<file path="src/rtl/quad_decoder.sv">
// Quadrature encoder decoder: synchronizes A/B/index, filters A/B for FILT stable samples,
// then decodes gray-code steps into a wrapping position count with step/wrap pulses and sticky err.
module quad_decoder #(
  parameter int N         = 8,
  parameter int MAX_COUNT = 2**N - 1,
  parameter int FILT      = 2
) (
  input  logic         clk,
  input  logic         reset,
  input  logic         quad_a,
  input  logic         quad_b,
  input  logic         index,
  input  logic         index_en,
  input  logic         err_clr,
  output logic [N-1:0] count,
  output logic         dir,
  output logic         step,
  output logic         wrap,
  output logic         err
);

  localparam logic [N-1:0] MAXC   = N'(MAX_COUNT);
  localparam logic [4:0]   FILT_W = 5'(FILT);

  logic [1:0] ab_s1, ab_s2;
  logic       idx_s1, idx_s2, idx_prev;

  logic [1:0] ab_f, ab_f_n, ab_prev, cand, cand_n;
  logic [3:0] run_cnt, run_n;
  logic [4:0] run_inc;

  logic [N-1:0] count_n;
  logic         dir_n, step_n, wrap_n, err_n;

  logic [1:0] delta;
  logic       up, dn, ill, idx_rise;

  // Gray code {A,B} to quadrant position: 00->0, 01->1, 11->2, 10->3.
  function automatic logic [1:0] gray_pos(input logic [1:0] g);
    return {g[1], g[1] ^ g[0]};
  endfunction

  // A candidate change must hold unchanged for FILT samples; any other value restarts the run.
  always_comb begin
    ab_f_n  = ab_f;
    cand_n  = cand;
    run_n   = run_cnt;
    run_inc = 5'd0;
    if (ab_s2 == ab_f) begin
      run_n = 4'd0;
    end else begin
      if (run_cnt != 4'd0 && ab_s2 != cand) run_inc = 5'd1;
      else                                   run_inc = {1'b0, run_cnt} + 5'd1;
      if (run_inc >= FILT_W) begin
        ab_f_n = ab_s2;
        run_n  = 4'd0;
      end else begin
        cand_n = ab_s2;
        run_n  = run_inc[3:0];
      end
    end
  end

  assign delta    = gray_pos(ab_f) - gray_pos(ab_prev);
  assign up       = (delta == 2'd1);
  assign dn       = (delta == 2'd3);
  assign ill      = (delta == 2'd2);
  assign idx_rise = idx_s2 & ~idx_prev;

  always_comb begin
    count_n = count;
    dir_n   = dir;
    step_n  = 1'b0;
    wrap_n  = 1'b0;
    err_n   = err;
    if (ill)          err_n = 1'b1;
    else if (err_clr) err_n = 1'b0;
    // Index clear takes priority over a step decoded in the same cycle.
    if (idx_rise && index_en) begin
      count_n = '0;
    end else if (up) begin
      step_n = 1'b1;
      dir_n  = 1'b1;
      if (count == MAXC) begin
        count_n = '0;
        wrap_n  = 1'b1;
      end else begin
        count_n = count + 1'b1;
      end
    end else if (dn) begin
      step_n = 1'b1;
      dir_n  = 1'b0;
      if (count == '0) begin
        count_n = MAXC;
        wrap_n  = 1'b1;
      end else begin
        count_n = count - 1'b1;
      end
    end
  end

  always_ff @(posedge clk) begin
    if (reset) begin
      ab_s1    <= 2'b00;
      ab_s2    <= 2'b00;
      idx_s1   <= 1'b0;
      idx_s2   <= 1'b0;
      idx_prev <= 1'b0;
      ab_f     <= 2'b00;
      ab_prev  <= 2'b00;
      cand     <= 2'b00;
      run_cnt  <= 4'd0;
      count    <= '0;
      dir      <= 1'b1;
      step     <= 1'b0;
      wrap     <= 1'b0;
      err      <= 1'b0;
    end else begin
      ab_s1    <= {quad_a, quad_b};
      ab_s2    <= ab_s1;
      idx_s1   <= index;
      idx_s2   <= idx_s1;
      idx_prev <= idx_s2;
      ab_f     <= ab_f_n;
      ab_prev  <= ab_f;
      cand     <= cand_n;
      run_cnt  <= run_n;
      count    <= count_n;
      dir      <= dir_n;
      step     <= step_n;
      wrap     <= wrap_n;
      err      <= err_n;
    end
  end

endmodule

</file>
<file path="config.mk">
export PLATFORM = sky130hd
export DESIGN_NAME = quad_decoder
export DESIGN_NICKNAME = d
export VERILOG_FILES = /design/src/rtl/quad_decoder.sv
export SDC_FILE = /design/constraint.sdc
export NUM_CORES = 1
export LEC_CHECK = 0
export ABC_AREA = 1
export BUFFER_PORTS_ARGS = -buffer_cell sky130_fd_sc_hd__buf_4
export CAP_MARGIN = 5
export CORE_MARGIN = 2
export CORE_UTILIZATION = 40
export CTS_CLUSTER_SIZE = 40
export DETAILED_ROUTE_END_ITERATION = 8
export GPL_TIMING_DRIVEN = 0
export PLACE_DENSITY = 0.68
export SYNTH_ARGS = -nofsm -noshare
export SYNTH_HDL_FRONTEND = slang
export SYNTH_SLANG_ARGS = --single-unit
</file>
<file path="constraint.sdc">
create_clock -name clk -period 2.3 [get_ports clk]
set_clock_uncertainty 0.2 [all_clocks]
set_input_delay 0.345 -clock clk [delete_from_list [all_inputs] [get_ports clk]]
set_output_delay 0.345 -clock clk [all_outputs]
set_load 0.005 [all_outputs]
</file>
# ---- Yosys cells after proc, flatten, opt, wreduce, memory -nomap -nowiden
# Index checks and enable logic that the tools add are counted.
dict set report word_totals {
  regBits 29
  in_bits 7
}
dict set report classes {
  n_addsub 4
  order_cmp 1
  eq_ne 6
  mux 16
  bitwise_logic 7
  n_reduce_logical 11
}
# cell n
set ops {}
lappend ops {{$mux 8} 4}
lappend ops {{$mux 1} 10}
lappend ops {{$mux 5} 2}
lappend ops {{$add 8x1->8 const B} 1}
lappend ops {{$eq 8x8->1 const B} 1}
lappend ops {{$logic_not 8->1} 1}
lappend ops {{$sub 8x1->8 const B} 1}
lappend ops {{$reduce_and 2->1} 3}
lappend ops {{$add 4x1->5 const B} 1}
lappend ops {{$ge 5x2->1 const B} 1}
lappend ops {{$eq 2x2->1 const B} 2}
lappend ops {{$not 1->1} 4}
lappend ops {{$reduce_bool 2->1} 2}
lappend ops {{$reduce_bool 4->1} 1}
lappend ops {{$reduce_or 3->1} 1}
lappend ops {{$eq 2x1->1 const B} 1}
lappend ops {{$eq 2x2->1} 1}
lappend ops {{$logic_and 1x1->1} 2}
lappend ops {{$ne 2x2->1} 1}
lappend ops {{$reduce_or 2->1} 1}
lappend ops {{$sub 2x2->2} 1}
lappend ops {{$xor 1x1->1} 2}
lappend ops {{$and 1x1->1} 1}

# ---- Logic depth before layout (Yosys ltp)
dict set report depth {
  ltp_word 7
  depth_mapped 13
  depth_no_buf 13
}

# ---- Worst setup path before layout
# Ideal clock, no wire load.
dict set report synth_path {
  kind {reg2reg}
  startpoint {register ab_f[1]}
  endpoint {register count[6]}
  setup_ps 116
  t_arrival_ps 1394
  setup_slack_ps 590
  stages_incl_launch_ff 10
  path_cell_list {dfxtp_1 -> xnor2_1 -> ha_1 -> buf_4 -> inv_1 -> nand4_1 -> nand2_1 -> nand2_1 -> nor2_1 -> nor2_1}
}
dict set report synth_via {
  elab_chain_cells 4
}
# item line
set synth_lines {}
lappend synth_lines {{start: declaration} 28} ;# logic [1:0] ab_f, ab_f_n, ab_prev, cand, cand_n;
lappend synth_lines {{start signal: assignment} 124} ;# ab_f <= ab_f_n;
lappend synth_lines {{$xor 1x1->1} 40} ;# return {g[1], g[1] ^ g[0]};
lappend synth_lines {{$sub 2x2->2 (*)} 64} ;# assign delta = gray_pos(ab_f) - gray_pos(ab_prev);
lappend synth_lines {{$eq 2x1->1 or $eq 2x2->1 (tied branches)} {65, 66}}
lappend synth_lines {{$mux 8 or $reduce_bool 2->1 (tied branches)} -}
lappend synth_lines {{end signal: assignment} 128} ;# count <= count_n;
lappend synth_lines {{end: declaration} 15} ;# output logic [N-1:0] count,
# Mark *: on every way between the ends. The rest lies on a longest branch, timed or not.
# A chain may end at the register's enable or synchronous reset.

# ---- Worst setup path in the final report
dict set report layout_path {
  startpoint {register ab_f[1]}
  endpoint {register count[3]}
}
# Same word-level chain as after synthesis.

==> flow_summary_export.csv <==
group,metric,value,unit
sta,post-route-period-util,0.833,
route,via_per_inst,4.52,
floorplan,die_x,68.2,µm
sta,finalHoldViolations,0,
worst_setup_path,path_delay_family,"simple AND/OR/NAND/NOR gates",
final_layout,drive_gt1_frac,0.162,
hold_path,hold_start,"quad_b",
worst_setup_path,required,2.33,ns
synthesis,yosys.area_share.xor_xnor,0.0319,
clocking,post_cts_buffers,0,
synthesis,yosys.area_share.simple,0.395,
synthesis,yosys.area.top_type,"dfxtp_1",
global_route,grt_max_degree,11,
sta,setup-tns-final,0,ns
floorplan,io_pins,19,
synthesis,synth_adder_area_share,0.0456,
route,highest_layer,"met4",
status,outcome,"finished clean",
floorplan,initial_core_util,0.415,
synthesis,ys_seq_elements,29,
route,wire_per_inst,9.88,µm
clocking,cts_max_level,2,
synthesis,syn_area_per_cell,6.59,µm²
route,wl,3240,µm
route,dr_wl_met2,1390,µm
synthesis,synth-compound-area-share,0.0585,
synthesis,syn_inst,250,
final_layout,mostFrequentLayoutCells,"nand2_1, inv_1, nor2_1, dfxtp_1, nand3_1",
clocking,root_buffer,"clkbuf_8",
final_layout,design_area,1970,µm²
route,wl_met1,1610,µm
final_layout,mostFrequentLayoutCell,"nand2_1",
clocking,cts_buffers,5,
synthesis,synth_top_family_by_area,"simple AND/OR/NAND/NOR gates",
placed_design,dpl.cell_count,320,
worst_setup_path,r2r_start,"ab_f[1]",
route,drc_errors,0,
power,powerDensity,765,nW/µm²
clocking,insertion_delay,0.28,ns
worst_setup_path,path_max_fanout,9,
final_layout,areaGrowthSynthToFinish,19.5,%
placed_design,portBuffers,18,
placed_design,dpl-instance-area,1850,µm²
sta,layout_min_cycle_time,1.92,ns
worst_setup_path,reg2regPathDepth,10,
clocking,cts_resized,0,
worst_setup_path,worst-path-stages,10,
worst_setup_path,critPathBufInv,3,
floorplan,fp.dieH,68.2,µm
clocking,clock_path_buffers,2,
synthesis,yosysWarnings,0,
clocking,cts_sinks,29,
final_layout,fin_cells,328,
hold_path,min_delay_path_depth,3,
global_route,grt_pass1_wl,5320,µm
worst_setup_path,crit_path_cell_trace,"xnor2_1 -> ha_1 -> buf_4 -> inv_1 -> nand2_4 -> nor2_2 -> nand2_1 -> nand3_1 -> nand2_1 -> inv_1",
worst_setup_path,startpoint_type,"flip-flop",
run,drv_cap,0,
route,drtIter0Drc,45,
synthesis,synth_top_cells_by_area,"dfxtp_1, nand2_1, inv_1",
hold_path,hold_class,"in -> reg",
worst_setup_path,worstSetupEndpointType,"flip-flop",
floorplan,row_count,23,
power,p_leak,1.03,nW
power,ir_drop,0.325,mV
route,dr.pass1.iters,4,
synthesis,synth.distinct_cells,29,
final_layout,fin_nets,290,
sta,rsz0062_at_grt,"false",
global_route,grt_pass1_vias,1257,
route,wl_met3,184,µm
worst_setup_path,crit_slowest_cell,"dfxtp_1",
synthesis,synth_area,1650,µm²
worst_setup_path,cp-startpoint,"ab_f[1]",
clocking,clk_pin_slew_worst_paths,0.06,ns
route,ant_nets,0,
route,vias,1484,
sta,drv_slew,0,
synthesis,muxShareOfSynthArea,0,
sta,finalSetupViolCount,0,
worst_setup_path,max_stage_delay,0.40,ns
floorplan,dieArea,4650,µm²
synthesis,ys_seq_area_frac,0.353,
synthesis,yosysTopAreaCellShare,0.353,
clocking,cts_tree,"done",
global_route,globalRouteOverflowTotal,0,
floorplan,core,3970,µm²
final_layout,post-route-util,0.496,
worst_setup_path,cp.arrival,1.95,ns
placed_design,place_hpwl,2450,µm
placed_design,finalWeightedCongestion,0.855,
clocking,cts_hold_buf,0,
sta,max_freq,522,MHz
global_route,antenna_found_initial,0,
worst_setup_path,crit_type,"reg -> reg",
final_layout,diodes,0,
global_route,grt_use_total,0.156,
-- worst paths after layout --
kind / slack (ns) / to
setup / recovery: 0.38 / count[3]
hold / removal: 0.06 / ab_s1[0]
setup reg to reg: 0.38 / count[3]
hold reg to reg: 0.20 / idx_s2
-- kinds of logic (layout without fill, tap and decap cells) --
group,count (synthesis),in the layout
XOR/XNOR,6,6
other,1,3
flip-flops,29,29
adder cells (fa/ha/maj),6,6
AO/OA/AOI/OAI,17,17
buffers and inverters,47,73
AND/OR/NAND/NOR,144,144
-- worst register-to-register path, cell delays in order (launching register included) --
cell and delay, ns:
dfxtp_1 0.40, xnor2_1 0.10, ha_1 0.29, buf_4 0.19
inv_1 0.18, nand2_4 0.13, nor2_2 0.14, nand2_1 0.07
nand3_1 0.06, nand2_1 0.05, inv_1 0.06
-- metal layers --
layer  global-route usage  vias to the layer above
li1                     -                      820
met1                0.195                      621
met4               0.0850                        0
met3               0.0526                        6
met2                0.235                       37
met5                    0                        -
-- cell usage after synthesis --
cell and n:
a21oi_1 7, and3_1 1, buf_4 1, buf_6 1, clkbuf_1 1, conb_1 1, dfxtp_1 29, ha_1 6
inv_1 40, inv_2 4, nand2_1 72, nand2_2 4, nand2_4 2, nand3_1 20, nand3_2 2, nand4_1 6
nor2_1 32, nor2_2 1, nor2_4 1, nor2_8 1, nor3_1 1, o211ai_1 1, o21ai_0 5, o21ai_1 1
o21ai_2 2, o22ai_1 1, or2_2 1, xnor2_1 2, xor2_1 4
-- power by group --
| part | internal, W | switching, W |
|---|---|---|
| Sequential | 0.000538 | 0.0000341 |
| Combinational | 0.000159 | 0.000232 |
| Clock | 0.000352 | 0.000190 |
| Total | 0.00105 | 0.000456 |
-- flip-flops by register name, indices dropped and copies added (netlist names) --
signal	flops
cand	2
ab_prev	2
idx_s1	1
step	1
idx_s2	1
dir	1
wrap	1
idx_prev	1
ab_s1	2
ab_s2	2
err	1
run_cnt	4
count	8
ab_f	2
-- metrics by stage --
stage                     hold WS, ns  total power, W  setup WS [ns]
after floorplan                 0.188        0.000870          0.590
after global placement          0.190        0.000965          0.390
after detailed placement        0.195        0.000970          0.398
after CTS                      0.0581         0.00152          0.381
after global routing           0.0646         0.00160          0.215
final                          0.0608         0.00151          0.383
-- area by class of cell --
class | count | area, µm²
plain buffers | 3 | 22.5
flip-flops and latches | 29 | 581
clock inverters | 1 | 30.0
inverters | 44 | 165
clock buffers | 7 | 86.3
multi-input cells | 176 | 886
fillers | 420 | 2000
repair buffers | 18 | 135
well taps | 50 | 62.6
(Power assumes the default switching activity.)
